==> config.mk <==
export PLATFORM = sky130hd
export DESIGN_NAME = mem_bank_bl_wl_programmer
export DESIGN_NICKNAME = d
export VERILOG_FILES = /design/src/rtl/mem_bank_bl_wl_programmer.sv
export SDC_FILE = /design/constraint.sdc
export NUM_CORES = 1
export LEC_CHECK = 0
export ABC_AREA = 1
export CELL_PAD_IN_SITES_DETAIL_PLACEMENT = 2
export CELL_PAD_IN_SITES_GLOBAL_PLACEMENT = 2
export CORE_MARGIN = 8
export CORE_UTILIZATION = 30
export DETAILED_ROUTE_END_ITERATION = 7
export GPL_ROUTABILITY_DRIVEN = 0
export GPL_TIMING_DRIVEN = 0
export PLACE_DENSITY_LB_ADDON = 0.1
export SYNTH_ARGS = -nofsm -noshare
export SYNTH_HDL_FRONTEND = slang
export SYNTH_SLANG_ARGS = --single-unit
==> constraint.sdc <==
create_clock -name prog_clk -period 2.5 [get_ports prog_clk]
set_input_delay 0.5 -clock prog_clk [delete_from_list [all_inputs] [get_ports prog_clk]]
set_output_delay 0.5 -clock prog_clk [all_outputs]
set_load 0.02 [all_outputs]
==> src/rtl/mem_bank_bl_wl_programmer.sv <==
// Tile bl/wl programmer: setup -> one-hot wl pulse -> hold per accepted row.
// Optional `CFG_PARITY_CHECK_EN adds a row_parity input and rejects bad rows.
module mem_bank_bl_wl_programmer #(
  parameter int NUM_BL       = 3,
  parameter int NUM_WL       = 3,
  parameter int ADDR_W       = 2,
  parameter int SETUP_CYCLES = 1,
  parameter int PULSE_CYCLES = 2,
  parameter int HOLD_CYCLES  = 1
) (
  input  logic              prog_clk,
  input  logic              prog_reset,
  input  logic              row_valid,
  output logic              row_ready,
  input  logic [NUM_BL-1:0] row_bl,
  input  logic [ADDR_W-1:0] row_addr,
`ifdef CFG_PARITY_CHECK_EN
  input  logic              row_parity,
`endif
  output logic [NUM_BL-1:0] bl,
  output logic [NUM_WL-1:0] wl,
  output logic              busy,
  output logic              row_done,
  output logic              err
);

  localparam int MAX_SP =
    (SETUP_CYCLES > PULSE_CYCLES) ? SETUP_CYCLES : PULSE_CYCLES;
  localparam int MAX_C =
    (MAX_SP > HOLD_CYCLES) ? MAX_SP : HOLD_CYCLES;
  localparam int CNT_W =
    ($clog2(MAX_C + 1) < 1) ? 1 : $clog2(MAX_C + 1);

  localparam logic [CNT_W-1:0] SETUP_LD = CNT_W'(SETUP_CYCLES - 1);
  localparam logic [CNT_W-1:0] PULSE_LD = CNT_W'(PULSE_CYCLES - 1);
  localparam logic [CNT_W-1:0] HOLD_LD  = CNT_W'(HOLD_CYCLES - 1);
  localparam logic [ADDR_W:0]  WL_LIM   = NUM_WL[ADDR_W:0];

  typedef enum logic [1:0] {
    IDLE,
    SETUP,
    PULSE,
    HOLD
  } state_t;

  state_t             state, state_n;
  logic [CNT_W-1:0]   cnt, cnt_n;
  logic [NUM_BL-1:0]  bl_q;
  logic [ADDR_W-1:0]  addr_q;
  logic [NUM_WL-1:0]  wl_hot;
  logic               xfer;
  logic               addr_bad;
  logic               par_bad;
  logic               reject;
  logic               load;
  logic               done_n;
  logic               err_set;

  assign xfer     = row_valid & row_ready;
  assign addr_bad = {1'b0, row_addr} >= WL_LIM;
`ifdef CFG_PARITY_CHECK_EN
  assign par_bad  = ^{row_addr, row_bl, row_parity};
`else
  assign par_bad  = 1'b0;
`endif
  assign reject   = addr_bad | par_bad;
  assign load     = xfer & ~reject;

  always_comb begin
    wl_hot = '0;
    for (int i = 0; i < NUM_WL; i++)
      wl_hot[i] = (addr_q == ADDR_W'(i));
  end

  always_comb begin
    state_n = state;
    cnt_n   = cnt;
    done_n  = 1'b0;
    err_set = 1'b0;
    unique case (state)
      IDLE: begin
        if (xfer && reject) begin
          err_set = 1'b1;
          done_n  = 1'b1;
        end else if (xfer) begin
          state_n = SETUP;
          cnt_n   = SETUP_LD;
        end
      end
      SETUP: begin
        if (cnt == '0) begin
          state_n = PULSE;
          cnt_n   = PULSE_LD;
        end else begin
          cnt_n = cnt - 1'b1;
        end
      end
      PULSE: begin
        if (cnt == '0) begin
          state_n = HOLD;
          cnt_n   = HOLD_LD;
        end else begin
          cnt_n = cnt - 1'b1;
        end
      end
      HOLD: begin
        if (cnt == '0) begin
          state_n = IDLE;
          cnt_n   = '0;
          done_n  = 1'b1;
        end else begin
          cnt_n = cnt - 1'b1;
        end
      end
      default: begin
        state_n = IDLE;
        cnt_n   = '0;
      end
    endcase
  end

  // Outputs are registered from next-state so they line up with state.
  always_ff @(posedge prog_clk) begin
    if (prog_reset) begin
      state     <= IDLE;
      cnt       <= '0;
      bl_q      <= '0;
      addr_q    <= '0;
      bl        <= '0;
      wl        <= '0;
      row_ready <= 1'b1;
      busy      <= 1'b0;
      row_done  <= 1'b0;
      err       <= 1'b0;
    end else begin
      state <= state_n;
      cnt   <= cnt_n;
      if (load) begin
        bl_q   <= row_bl;
        addr_q <= row_addr;
      end
      if (state_n == IDLE)
        bl <= '0;
      else if (load)
        bl <= row_bl;
      else
        bl <= bl_q;
      wl        <= (state_n == PULSE) ? wl_hot : '0;
      // A rejected row still costs one not-ready cycle.
      row_ready <= (state_n == IDLE) & ~xfer;
      busy      <= (state_n != IDLE);
      row_done  <= done_n;
      err       <= err | err_set;
    end
  end

endmodule

==> impl_metrics.py, run 1 <==
metrics = {
    "run_status": {
        "outcome": "finished clean",
    },
    "detailed_routing": {
        "wl_um": 2150,
        "first_pass_iters": 4,
        "vias": 735,
        "postRouteAntennaNets": 0,
        "dr.first_iter.drc_count": 13,
        "wl_per_cell_um": 13.8,
        "drcViolationCount": 0,
        "post_drt_via_cell_ratio": 4.74,
    },
    "global_route": {
        "grt_pass1_vias": 807,
        "track_usage_pct": 10.5,
        "overflow": 0,
        "grt.busiest_layer": "met2",
        "grt_use_met3_pct": 4.36,
        "gr-usage-met2_pct": 17.8,
        "antenna_found_initial": 0,
        "met1_usage_pct": 11.6,
        "grt_pass1_wl_um": 3640,
        "grt_max_degree": 12,
    },
    "timing": {
        "period_minus_slack_ns": 1.77,
        "min_period_over_period_pct": 70.7,
        "worst_slack_ns": 0.732,
        "setup_tns_ns": 0,
        "whs_ns": 0.455,
        "hold_violations": 0,
        "finalMaxSlewViolations": 0,
        "rsz0062_at_grt": "no",
        "worstMarginPinSlew_ns": 0.506,
        "slew_headroom_pct": 66.2,
        "fmax_ghz": 0.566,
        "skew_ns": 0.00793,
        "setup_viol": 0,
    },
    "placement": {
        "placed_cell_area_um2": 1040,
        "pre_cts_slack_ns": 0.625,
        "port_buffers": 17,
        "dp_hpwl_um": 1790,
    },
    "critical_path": {
        "crit_family": "buffers and inverters",
        "crit_arrival_ns": 1.27,
        "worstSetupPathType": "flip-flop to output port",
        "cp-end-kind": "output port",
        "crit_path_max_fanout": 2,
        "cp_slowest_cell": "clkdlybuf4s50_1",
        "worst_r2r_startpoint": "state[0]",
        "crit_required_ns": 2.00,
        "cp_slowest_stage_delay_ns": 0.61,
        "cp_cell_sequence": "clkdlybuf4s50_1",
        "crit_buf_inv": 1,
        "worstSetupStartpoint": "row_ready",
        "startpoint_type": "flip-flop",
    },
    "synthesis": {
        "avgSynthCellArea_um2": 8.08,
        "synth_seq_cells": 19,
        "yosysUniqueCellTypes": 19,
        "synth-seq-area-share_pct": 45.7,
        "synth_area_um2": 832,
        "syn_nets": 116,
        "syn_inst": 103,
        "synth_warnings": 0,
    },
    "floorplanning": {
        "die_h_um": 68.7,
        "fp-row-count": 19,
        "core-area_um2": 2690,
        "io_pins": 18,
        "start_util_pct": 31.0,
        "die-width_um": 68.7,
        "die-area_um2": 4710,
    },
    "finish": {
        "drive_gt1_share_pct": 16.1,
        "area_growth_pct": 28.4,
        "final_net_count": 138,
        "antenna_cells": 0,
        "final-seq-area_um2": 380,
        "multi_input_area_um2": 384,
        "postLayoutCellArea_um2": 1070,
        "fillers": 302,
    },
    "clock_tree": {
        "cts_sinks": 19,
        "clk_pin_slew_ns": 0.11,
        "cts_tree": "built",
        "clkLatencyLatePin_ns": 0.30,
        "cts.path.max_buffers": 2,
        "htreeDepth": 1,
        "numCtsBuffers": 3,
        "ctsHoldBuffers": 0,
        "ctsResizeCount": 0,
        "root_buffer": "clkbuf_4",
        "cts_setup_buffers": 0,
    },
    "hold_path": {
        "hp-class": "flip-flop to flip-flop",
        "holdCritStartpoint": "addr_q[1]",
    },
    "power_and_ir_drop": {
        "p_leak_nw": 0.472,
        "pwr_density_cell_nw_per_um2": 1010,
        "power.ir.vdd_worst_mv": 0.480,
    },
    "job": {
        "cap_violations": 0,
    },
}
## cell families after synthesis
family	synth area share, %
and+or+nand+nor	26.8
DFF	45.7
buffers and inverters	8.12
adders and majority gates	7.52
AOI/OAI and AO/OA	11.9
## Yosys cell counts, drive strengths merged
| master | instances | area, um^2 |
|---|---|---|
| nor2 | 16 | 65.1 |
| clkbuf | 1 | 3.75 |
| or2 | 3 | 18.8 |
| inv | 17 | 63.8 |
| a211oi | 3 | 22.5 |
| a21oi | 7 | 46.3 |
| nand4 | 1 | 6.26 |
| ha | 5 | 62.6 |
| nand2 | 22 | 113 |
| o21ai | 6 | 30.0 |
| nand3 | 1 | 10.0 |
| nor3 | 2 | 10.0 |
| dfxtp | 19 | 380 |
## registers in the layout, indices dropped and copies added, names as in the netlist
| register | flops |
|---|---|
| bl | 3 |
| bl_q | 3 |
| wl | 3 |
| addr_q | 2 |
| cnt | 2 |
| state | 2 |
| busy | 1 |
| err | 1 |
| row_done | 1 |
| row_ready | 1 |
## tightest hold or removal path: stages, from the launching register on
cell,delay [ns]
dfxtp_1,0.33
nand2_1,0.06
nor2_1,0.04
## power breakdown
part           switching [W]  leakage, nW  total [W]  internal (W)
Sequential         0.0000337        0.155   0.000407      0.000373
Clock              0.0000941       0.0177   0.000154     0.0000596
Combinational       0.000322        0.299   0.000521      0.000199
## placed cells by master, fill, tap and decap left out
master | netlist | routed
nor3_1 | 2 | 2
nor2_2 | 2 | 2
inv_2 | 1 | 1
clkdlybuf4s50_1 | 0 | 17
o21ai_1 | 1 | 1
a211oi_1 | 3 | 3
clkbuf_4 | 0 | 3
clkbuf_1 | 1 | 1
inv_1 | 16 | 16
nand2_2 | 6 | 6
o21ai_0 | 5 | 5
dfxtp_1 | 19 | 19
nand4_1 | 1 | 1
nor2_1 | 14 | 14
ha_1 | 5 | 5
clkinv_2 | 0 | 1
a21oi_4 | 1 | 1
nand2_4 | 2 | 2
or2_2 | 3 | 3
nand2_1 | 14 | 14
nand3_2 | 1 | 1
a21oi_1 | 6 | 6
## metal layers
metal	part of all wire [%]	vias to the layer above	wire length, um
li1	-	359	-
met1	42	357	899
met2	51	14	1090
met3	6.1	5	130
met4	1.4	0	29
met5	0	-	0
## through the flow
step,cells,utilization (%),power (W)
6_report,155,39.8,0.00108
5_1_grt,155,39.8,0.00118
4_1_cts,155,39.8,0.00111
3_5_place_dp,151,38.8,0.000951
3_3_place_gp,151,38.8,0.000927
2_1_floorplan,103,-,0.000761
## final timing paths
kind / endpoint / slack, ns / cells past startpoint
min: wl[2] / 0.46 / 2
max: row_ready / 0.73 / 1
min reg2reg: wl[2] / 0.46 / 2
max reg2reg: row_ready / 0.95 / 8
## cell type report
type	instances	area share, %
Clock buffer	3	2.11
Clock inverter	1	0.468
Multi-Input combinational cell	66	35.9
Timing Repair Buffer	17	15.9
Inverter	17	5.97
Buffer	1	0.351
Sequential cell	19	35.6
Tap cell	31	3.63
No activity file was read; power rests on OpenSTA's default activity.
==> inputs of run 2 (changes only) <==
--- a/config.mk
+++ b/config.mk
@@ -9,7 +9,7 @@
 export CELL_PAD_IN_SITES_DETAIL_PLACEMENT = 2
 export CELL_PAD_IN_SITES_GLOBAL_PLACEMENT = 2
 export CORE_MARGIN = 8
-export CORE_UTILIZATION = 30
+export CORE_UTILIZATION = 25
 export DETAILED_ROUTE_END_ITERATION = 7
 export GPL_ROUTABILITY_DRIVEN = 0
 export GPL_TIMING_DRIVEN = 0
==> constraint.sdc (replaced) <==
create_clock -name prog_clk -period 1.6 [get_ports prog_clk]
set_input_delay 0.32 -clock prog_clk [delete_from_list [all_inputs] [get_ports prog_clk]]
set_output_delay 0.32 -clock prog_clk [all_outputs]
set_load 0.02 [all_outputs]
==> run 2 against run 1 <==
Compared with the run above:
- cell area rose by 3.0%
- combinational power rose by 54%
- setup slack got worse by 0.69 ns
- first-iteration DRC count rose by 31%
- sequential share of layout area fell by 0.82 points
- via count fell by 3.7%
- register-to-register slack got worse by 0.77 ns
- wire length fell by 5.3%
- highest routed layer unchanged
- clock power rose by 61%
- worst hold slack got worse by 0.0015 ns
- largest power group unchanged
==> impl_metrics.py, run 2 (synthesis gave the netlist of run 1 again) <==
metrics = {
    "critical_path": {
        "cp_cell_sequence": "clkdlybuf4s50_1",
        "cp_slowest_cell": "clkdlybuf4s50_1",
        "cp-end-kind": "output port",
        "crit_required_ns": 1.28,
        "startpoint_type": "flip-flop",
        "worstSetupPathType": "flip-flop to output port",
        "crit_arrival_ns": 1.23,
        "cp_slowest_stage_delay_ns": 0.60,
        "crit_buf_inv": 1,
        "crit_family": "buffers and inverters",
        "crit_path_max_fanout": 1,
    },
    "run_status": {
        "outcome": "finished clean",
    },
    "floorplanning": {
        "fp-row-count": 21,
        "start_util_pct": 25.5,
        "die_h_um": 73.7,
        "io_pins": 18,
        "die-width_um": 73.7,
        "die-area_um2": 5430,
        "core-area_um2": 3260,
    },
    "clock_tree": {
        "ctsHoldBuffers": 0,
        "root_buffer": "clkbuf_4",
        "cts.path.max_buffers": 2,
        "cts_sinks": 19,
        "htreeDepth": 1,
        "clk_pin_slew_ns": 0.12,
        "clkLatencyLatePin_ns": 0.30,
        "cts_tree": "built",
        "numCtsBuffers": 3,
    },
    "power_and_ir_drop": {
        "p_leak_nw": 0.511,
        "pwr_density_cell_nw_per_um2": 1540,
        "power.ir.vdd_worst_mv": 0.456,
        "power_w": 0.00169,
    },
    "global_route": {
        "grt_pass1_vias": 792,
        "grt_pass1_wl_um": 3330,
        "antenna_found_initial": 0,
        "overflow": 0,
        "track_usage_pct": 8.05,
        "grt_max_degree": 12,
    },
    "finish": {
        "antenna_cells": 0,
        "final_cell_mix": "dfxtp_1 (17), inv_1 (15), nor2_1 (14), nand2_1 (14), clkdlybuf4s50_1 (13)",
        "drive_gt1_share_pct": 21.0,
        "final_net_count": 138,
        "area_growth_pct": 32.3,
        "reg.largest.list": "bl: 3 flops, bl_q: 3 flops, wl: 3 flops",
        "layout_commonest_cell": "dfxtp_1",
    },
    "detailed_routing": {
        "vias": 708,
        "dr.first_iter.drc_count": 17,
        "post_drt_via_cell_ratio": 4.16,
        "drcViolationCount": 0,
        "first_pass_iters": 4,
        "wl_um": 2030,
        "postRouteAntennaNets": 0,
        "wl_per_cell_um": 12.0,
    },
    "placement": {
        "port_buffers": 17,
        "pre_cts_slack_ns": -0.0628,
        "dp_hpwl_um": 1670,
    },
    "timing": {
        "fmax_ghz": 0.643,
        "worstMarginPinSlew_ns": 0.519,
        "setup_viol": 0,
        "period_minus_slack_ns": 1.55,
        "hold_violations": 0,
        "min_period_over_period_pct": 97.2,
        "skew_ns": 0.00846,
        "worst_slack_ns": 0.0451,
        "slew_headroom_pct": 65.4,
        "finalMaxSlewViolations": 0,
    },
    "job": {
        "cap_violations": 0,
    },
    "hold_path": {
        "hp-class": "flip-flop to flip-flop",
    },
}
## run 2: worst paths after layout
kind	end	start	slack [ns]	cells after the start
hold / removal	wl[1]	addr_q[0]	0.45	2
setup / recovery	bl[0]	bl[0]	0.05	1
setup reg to reg	row_ready	state[1]	0.18	9
hold reg to reg	wl[1]	addr_q[0]	0.45	2
## run 2: through the flow
| stage | setup TNS (ns) | utilization [%] | hold WS [ns] | cells | area, um^2 |
|---|---|---|---|---|---|
| 6_report | 0 | 33.8 | 0.454 | 170 | 1100 |
| 5_1_grt | -0.00160 | 33.8 | 0.478 | 170 | 1100 |
| 4_1_cts | 0 | 33.4 | 0.461 | 170 | 1090 |
| 3_5_place_dp | -0.300 | 32.5 | 0.443 | 166 | 1060 |
| 3_3_place_gp | -0.154 | 32.5 | 0.426 | 166 | 1060 |
| 2_1_floorplan | 0 | - | 0.422 | 103 | 832 |
## run 2: layout make-up
| class | count | area (um^2) |
|---|---|---|
| multi-input cells | 66 | 393 |
| well taps | 46 | 57.6 |
| repair buffers | 17 | 173 |
| flip-flops and latches | 19 | 383 |
| clock buffers | 3 | 22.5 |
| inverters | 17 | 63.8 |
| plain buffers | 1 | 3.75 |
| clock inverters | 1 | 5.00 |
| fillers | 396 | 2160 |
## run 2: worst reg2reg max path, delay by kind of cell (launching register included)
family	cells	cell delay [ns]
AOI/OAI and AO/OA	1	0.15
DFF	1	0.36
buffers and inverters	1	0.13
adders and majority gates	1	0.21
and+or+nand+nor	6	0.46
## run 2: report_power, final
| part | total, W | internal (W) | switching (W) | leakage, nW |
|---|---|---|---|---|
| sequential | 0.000643 | 0.000588 | 0.0000548 | 0.156 |
| combinational | 0.000803 | 0.000308 | 0.000495 | 0.337 |
| clock | 0.000248 | 0.0000929 | 0.000155 | 0.0177 |
| total | 0.00169 | 0.000989 | 0.000704 | 0.511 |
## run 2: routing by layer
metal	part of all wire [%]	track usage (%)	vias up
met4	0.94	3.99	0
met3	4.4	2.32	2
met2	52	14.9	12
met5	0	0	-
met1	42	7.92	334
li1	-	-	360
## run 2: timing repair
| action | CTS | global route |
|---|---|---|
| endpoints found under the setup margin | 5 | 10 |
| pin swaps | 0 | 0 |
| setup buffers | 0 | 0 |
| gates resized for setup | 3 | 7 |
==> inputs of run 3 (changes only) <==
--- a/config.mk
+++ b/config.mk
@@ -8,7 +8,7 @@
 export ABC_AREA = 1
 export CELL_PAD_IN_SITES_DETAIL_PLACEMENT = 2
 export CELL_PAD_IN_SITES_GLOBAL_PLACEMENT = 2
-export CORE_MARGIN = 8
+export CORE_MARGIN = 4
 export CORE_UTILIZATION = 25
 export DETAILED_ROUTE_END_ITERATION = 7
 export GPL_ROUTABILITY_DRIVEN = 0
==> run 3 against run 2 <==
Compared with the run above:
- maximum frequency rose by 9.1%
- sequential power about the same
- via count increased by 3.0%
- first-iteration DRC count is 18% lower
- critical endpoint is now row_ready
- critical path depth is 8 higher
- core utilization grew 1.8 points
- largest cell class unchanged
- register-to-register slack is essentially flat
- combinational power about the same
- wire length rose by 3.1%
- clock-buffer cell count stayed put
==> impl_metrics.py, run 3 (synthesis gave the netlist of run 1 again) <==
metrics = {
    "timing": {
        "min_period_over_period_pct": 89.1,
        "worstMarginPinSlew_ns": 0.521,
        "fmax_ghz": 0.702,
        "worst_slack_ns": 0.175,
        "rsz0062_at_grt": "no",
        "period_minus_slack_ns": 1.43,
        "setup_tns_ns": 0,
        "slew_headroom_pct": 65.3,
        "hold_violations": 0,
        "finalMaxSlewViolations": 0,
        "setup_viol": 0,
        "skew_ns": 0.00429,
    },
    "critical_path": {
        "startpoint_type": "flip-flop",
        "crit_arrival_ns": 1.64,
        "crit_path_max_fanout": 5,
        "crit_required_ns": 1.81,
        "cp-end-kind": "flip-flop",
        "worstSetupPathType": "flip-flop to flip-flop",
    },
    "clock_tree": {
        "clkLatencyLatePin_ns": 0.30,
        "cts_setup_buffers": 0,
        "cts_sinks": 19,
        "cts_tree": "built",
        "cts.path.max_buffers": 2,
        "root_buffer": "clkbuf_4",
        "numCtsBuffers": 3,
        "clk_pin_slew_ns": 0.12,
        "htreeDepth": 1,
    },
    "finish": {
        "drive_gt1_share_pct": 20.2,
        "final_util_pct": 35.6,
        "reg.largest.list": "bl: 3 flops, bl_q: 3 flops, wl: 3 flops",
        "area_growth_pct": 33.7,
        "final_net_count": 138,
        "antenna_cells": 0,
        "stdcell_count": 168,
        "final_cell_mix": "dfxtp_1 (18), inv_1 (15), nand2_1 (14), nor2_1 (13), dlymetal6s2s_1 (8)",
        "layout_commonest_cell": "dfxtp_1",
    },
    "floorplanning": {
        "io_pins": 18,
        "start_util_pct": 26.6,
        "fp-row-count": 20,
        "core-area_um2": 3130,
        "die-width_um": 65.7,
        "die-area_um2": 4320,
        "die_h_um": 65.7,
    },
    "detailed_routing": {
        "wl_um": 2090,
        "vias": 729,
        "dr.first_iter.drc_count": 14,
        "maxUsedRoutingLayer": "met4",
        "post_drt_via_cell_ratio": 4.34,
        "route.met3.wl_um": 63,
        "wl_per_cell_um": 12.5,
        "postRouteAntennaNets": 0,
        "first_pass_iters": 4,
        "drcViolationCount": 0,
        "met1_length_um": 878,
        "dr_wl_met2_um": 1100,
    },
    "placement": {
        "dp_hpwl_um": 1680,
        "pre_cts_slack_ns": -0.0974,
        "dpl.cell_count": 164,
        "port_buffers": 17,
    },
    "global_route": {
        "overflow": 0,
        "grt_pass1_vias": 808,
        "grt_pass1_wl_um": 3570,
        "track_usage_pct": 11.1,
        "grt_max_degree": 12,
        "antenna_found_initial": 0,
    },
    "power_and_ir_drop": {
        "power_w": 0.00170,
        "pwr_density_cell_nw_per_um2": 1530,
        "p_leak_nw": 0.616,
        "power.ir.vdd_worst_mv": 0.440,
    },
    "job": {
        "cap_violations": 0,
    },
    "hold_path": {
        "hp-class": "flip-flop to flip-flop",
    },
    "run_status": {
        "outcome": "finished clean",
    },
}
==> run 3: cell count changes in the layout (fill, tap and decap cells not counted) <==
cell / delta
ha_1: +1
nor2_1: -1
nor2_2: +1
ha_2: -1
clkdlybuf4s50_1: -6
dlymetal6s2s_1: +6
dfxtp_1: +1
dfxtp_2: -1
==> run 3: report_power, final <==
group          switching, W  internal [W]  total [W]  leakage (nW)
logic              0.000507      0.000299   0.000806         0.442
registers         0.0000545      0.000586   0.000641         0.156
clock network      0.000160     0.0000933   0.000253        0.0177
==> run 3: stage by stage <==
stage | hold WS, ns | instance area, um^2
detailed placement | 0.442 | 1060
finish | 0.455 | 1110
global route | 0.476 | 1110
floorplan | 0.422 | 832
global placement | 0.443 | 1060
CTS | 0.460 | 1080
==> run 3: timing repair <==
item / in CTS / in global routing
hold endpoints to repair: 0 / 0
gates cloned: 0 / 0
hold buffers: 0 / 0
pin swaps: 0 / 0
endpoints found under the setup margin: 2 / 17
gates resized for setup: 2 / 13
==> run 3: area by class of cell <==
class / instances / area [um^2]
Multi-Input combinational cell: 66 / 393
Fill cell: 371 / 2020
Timing Repair Buffer: 17 / 188
Sequential cell: 19 / 382
Buffer: 1 / 3.75
Clock buffer: 3 / 22.5
Tap cell: 44 / 55.1
Inverter: 17 / 63.8
Clock inverter: 1 / 5.00
==> run 3: path summary, 6_finish.rpt <==
kind	startpoint	to	slack, ns	cells past startpoint
min reg2reg	addr_q[1]	wl[2]	0.45	2
max	state[0]	row_ready	0.17	9
min	addr_q[1]	wl[2]	0.45	2
max reg2reg	state[0]	row_ready	0.17	9
==> run 3: routing by layer <==
metal | global-route usage [%] | up-vias
met5 | 0 | -
met4 | 5.44 | 0
met3 | 2.56 | 5
met2 | 19.0 | 13
met1 | 12.8 | 351
li1 | - | 360
==> run 3: worst max-delay path, stage by stage (launching register included) <==
cell     delay, ns
dfxtp_1       0.37
inv_2         0.11
ha_1          0.22
inv_1         0.07
a21oi_2       0.15
nand2_1       0.08
nand2_1       0.10
nand2_2       0.11
nand2_1       0.11
nor2_2        0.03
